<file path="src/rtl/seq_shift_rotate_right.sv">
// Multi-cycle shift/rotate unit: logical shift right (SRL) and rotate right (ROR),
// one bit position per cycle under a start/busy/done handshake.
// Optional macro SEQ_SHIFT_ROL_EN adds rotate left (ROL), selected by mode[1].
module seq_shift_rotate_right #(
  parameter int unsigned WIDTH   = 16,
  parameter int unsigned SHAMT_W = 4
) (
  input  logic               clk,
  input  logic               rst,
  input  logic               start,
  input  logic [WIDTH-1:0]   data_in,
  input  logic [SHAMT_W-1:0] shamt,
  input  logic [1:0]         mode,
  output logic               busy,
  output logic               done,
  output logic [WIDTH-1:0]   data_out
);

  typedef enum logic [1:0] {StIdle, StRun, StDone} state_e;

  state_e state_q, state_d;

  logic [WIDTH-1:0]   data_q, data_d;
  logic [SHAMT_W-1:0] count_q, count_d;

`ifdef SEQ_SHIFT_ROL_EN
  logic [1:0] op_q, op_d;
  assign op_d = mode;
`else
  // Only the SRL/ROR select is kept; mode[1] has no effect in this build.
  logic op_q, op_d;
  logic unused_mode_hi;
  assign op_d           = mode[0];
  assign unused_mode_hi = mode[1];
`endif

  // Single-bit step of the selected operation on the working register.
  logic [WIDTH-1:0] step;
  always_comb begin
    step = {1'b0, data_q[WIDTH-1:1]};
`ifdef SEQ_SHIFT_ROL_EN
    if (op_q[1]) begin
      step = {data_q[WIDTH-2:0], data_q[WIDTH-1]};
    end else if (op_q[0]) begin
      step = {data_q[0], data_q[WIDTH-1:1]};
    end
`else
    if (op_q) begin
      step = {data_q[0], data_q[WIDTH-1:1]};
    end
`endif
  end

  // State and datapath registers; synchronous reset has priority over start.
  always_ff @(posedge clk) begin
    if (rst) begin
      state_q <= StIdle;
      data_q  <= '0;
      count_q <= '0;
      op_q    <= '0;
    end else begin
      state_q <= state_d;
      data_q  <= data_d;
      count_q <= count_d;
      if (state_q == StIdle && start) begin
        op_q <= op_d;
      end
    end
  end

  // Next-state and datapath update.
  always_comb begin
    state_d = state_q;
    data_d  = data_q;
    count_d = count_q;
    unique case (state_q)
      StIdle: begin
        if (start) begin
          data_d  = data_in;
          count_d = shamt;
          state_d = (shamt == '0) ? StDone : StRun;
        end
      end
      StRun: begin
        data_d  = step;
        count_d = count_q - 1'b1;
        if (count_q == SHAMT_W'(1)) begin
          state_d = StDone;
        end
      end
      StDone: begin
        state_d = StIdle;
      end
      default: begin
        state_d = StIdle;
      end
    endcase
  end

  // Outputs decoded purely from registered state; no path from start.
  always_comb begin
    busy     = (state_q != StIdle);
    done     = (state_q == StDone);
    data_out = data_q;
  end

endmodule

</file>
<file path="config.mk">
export PLATFORM = sky130hd
export DESIGN_NAME = seq_shift_rotate_right
export DESIGN_NICKNAME = d
export VERILOG_FILES = /design/src/rtl/seq_shift_rotate_right.sv
export SDC_FILE = /design/constraint.sdc
export NUM_CORES = 1
export LEC_CHECK = 0
export CORE_MARGIN = 5
export CORE_UTILIZATION = 44
export CTS_BUF_LIST = sky130_fd_sc_hd__clkbuf_4 sky130_fd_sc_hd__clkbuf_8
export DETAILED_ROUTE_END_ITERATION = 6
export GPL_TIMING_DRIVEN = 0
export PLACE_DENSITY_LB_ADDON = 0.25
export SLEW_MARGIN = 10
export SYNTH_ARGS = -nofsm -noshare
export SYNTH_HDL_FRONTEND = slang
export SYNTH_SLANG_ARGS = --single-unit
export TNS_END_PERCENT = 50
</file>
<file path="constraint.sdc">
create_clock -name clk -period 1.3 [get_ports clk]
set_input_delay 0.325 -clock clk [delete_from_list [all_inputs] [get_ports clk]]
set_output_delay 0.325 -clock clk [all_outputs]
set_load 0.005 [all_outputs]
</file>
==> key figures <==
Outcome
  • Status: finished with violations
  • Failing checks: negative setup slack

Synthesis
  • Mean Syn Cell Area: slightly above 10 um^2
  • Post-synth cell types: 31
  • Synthesis Warnings: 0
  • Sequential element share of the synthesized area: between 30% and 40%
  • Post-synth top flop: dfxtp_1
  • Ys async rst share: 0%
  • Syn nets: 150
  • Synth Register Bits: 23
  • Mapped cell area: 1270 um^2
  • Post-synth EDFFs: 0
  • Synth Instances: 123

Detailed routing
  • DR vias: 1206
  • Drt first pass iters: 4
  • Vias/cell: roughly 5.5
  • Routed WL: between 3 and 4 mm
  • Initial DRC Count: 28
  • Drt wl/cell: ~17 um
  • Residual DRC: 0
  • Antenna-violating nets left: 0

Layout
  • Nets: approximately 220
  • Layout cells sized above 1: 51.1%
  • P&R area growth vs syn: 60.9%
  • Commonest non-fill, non-tap cells in the layout: 22 x buf_4, 22 x clkdlybuf4s50_1, 17 x dfxtp_2
  • Antenna cell count: 0
  • Non-Filler Instances: 221

Critical path
  • CP cell instances: buf_8 > nor2b_4 > buf_2
  • Crit path capture type: output pin
  • CP max stage cell: dfxtp_4
  • Worst R2R Path Depth: 6
  • Crit-path max FO: 5
  • WP buf/inv: 2
  • Flop-to-flop setup slack: -0.05 ns
  • Family with the most delay on the worst path: flip-flops
  • CP Launch Type: flip-flop
  • WP data required: 0.98 ns
  • RR Endpoint: data_out[11]
  • Worst R2R Start: state_q[0]
  • Crit Path Class: reg -> out
  • Critical path arrival: 1.06 ns
  • Crit path largest cell delay: 0.40 ns

STA
  • Worst Skew: 0.0106 ns
  • Final period util: 106%
  • Fmax: approximately 0.72 GHz
  • Slew @ Worst Pin: approximately 0.43 ns
  • Max-slew violations: 0
  • Tmin final: ~1.4 ns
  • RSZ-0062 raised after global routing: true
  • WHS: just over 0.5 ns
  • Max_slew headroom: a little under three quarters
  • Final setup vio count: 13
  • Final WS setup: -0.0806 ns
  • Hold Vio Cnt, Final: 0
  • Setup tns final: -0.263 ns

Clock network
  • Clock Path Buffers: 2
  • CTS tree: done
  • Clock latency on the worst-skew pair: approximately 0.34 ns
  • Clock sink count: 23
  • CTS clk-pin slew, worst paths: 0.14 ns
  • Number of buffers created by CTS: 3
  • Root buffer cell: clkbuf_4
  • H-tree levels: 1
  • Hold_buf cts: 0

Placed design
  • Port buffer count: 41
  • Routability cong.: approximately 0.85
  • Placed cells: 195
  • DP Wirelength: 2.34 mm

Hold path
  • Tightest Hold Check Type: reg -> reg
  • Hold path depth: 2
  • Worst hold start: op_q
  • WHS Endpoint: op_q

GRT
  • GR Overflow Total: 0
  • Wire length of the first global-routing pass: 5.98 mm
  • Vias in the first global route: between 1000 and 1500
  • All-Layer GR Usage: around 18%
  • Initial antenna violation count: 0
  • Largest net degree at the start of global routing: 14

Floorplanning
  • Die ar.: about 4100 um^2
  • Row count: 19
  • I/O pins: 43
  • Die W: 63.8 um
  • Initial core utilization: between 40% and 50%
  • Die H: ~64 um
  • Placeable Area: about 2800 um^2

Power
  • Pleak: 0.000850 uW
  • Peak VDD IR: between 0.0007 and 0.0008 V
  • Pwr/cell area: ~1100 nW/um^2

Run
  • Max cap viols: 0
## worst min-delay path, cell delays in order (launching register included)
cell     delay, ns
dfxtp_1       0.36
mux2i_1       0.07
nor2_1        0.07
## how the worst max path moves through the flow
stage                     startpoint      endpoint  cells past startpoint
after floorplan           count_q[0]    count_q[2]                      5
after global placement           rst  data_out[15]                      4
after detailed placement         rst  data_out[15]                      4
after CTS                 state_q[0]          done                      4
after global routing      state_q[0]          done                      3
final                     state_q[0]          done                      3
## flip-flops by register name (all words and copies together) (netlist names)
register,cells
count_q,4
op_q,1
state_q,2
data_out,16
## logic make-up (layout without fill, tap and decap cells)
family | after synthesis | after routing | synth area share (%)
AND/OR/NAND/NOR | 34 | 34 | 15.2
AO/OA/AOI/OAI | 31 | 31 | 24.0
flip-flops | 23 | 23 | 36.2
multiplexers | 17 | 17 | 13.4
buffers and inverters | 16 | 83 | 9.24
adder cells (fa/ha/maj) | 2 | 2 | 1.97
## metrics by stage
step | setup WS, ns | util (%) | power [uW] | cell area, um^2
2_1_floorplan | 0.107 | - | 1310 | 1270
4_1_cts | -0.170 | 69.6 | 2060 | 1920
3_5_place_dp | -0.487 | 62.4 | 1600 | 1720
3_3_place_gp | -0.488 | 62.4 | 1580 | 1720
6_report | -0.0806 | 74.2 | 2170 | 2050
5_1_grt | -0.113 | 74.2 | 2280 | 2050
## area by class of cell
class                      count  area (um^2)
clock inverter                 1         5.00
sequential                    23          493
timing repair buffer          65          599
clock buffer                   3         22.5
fill                         193          711
multi-input combinational     84          771
inverter                       6         22.5
tap                           31         38.8
buffer                         8         95.1
## routing by layer
| metal | part of all wire (%) | global-route usage, % | routed length, um |
|---|---|---|---|
| met5 | 0 | 0 | 0 |
| met4 | 1.7 | 7.01 | 62 |
| met3 | 5.1 | 3.15 | 190 |
| met2 | 53 | 33.6 | 1970 |
| met1 | 41 | 20.1 | 1530 |
## power by group
group | internal (uW) | total (uW) | switching, uW
Clock | 116 | 370 | 254
Combinational | 517 | 922 | 404
Sequential | 808 | 878 | 69.8
## cells in the mapped netlist, types with 2 or more instances
cell | number | area share, %
nor4_1 | 2 | 0.98
inv_1 | 6 | 1.8
o21ai_0 | 4 | 1.6
a211oi_2 | 14 | 14
buf_6 | 2 | 1.8
nor2_1 | 8 | 2.4
mux2i_1 | 17 | 13
buf_4 | 2 | 1.2
ha_1 | 2 | 2.0
buf_12 | 2 | 3.1
nor2_2 | 14 | 6.9
a21oi_1 | 2 | 0.79
dfxtp_1 | 23 | 36
buf_1 | 2 | 0.59
buf_2 | 2 | 0.79
a211oi_1 | 2 | 1.2
nor2b_1 | 5 | 2.5
## timing repair
item                       in CTS  in global routing
cloned                          0                  2
setup buffers                  18                  4
pin swaps                       1                  2
resized for setup              59                 21
setup endpoints to repair      39                 31
Note: power is estimated with default switching activity, not from simulation.
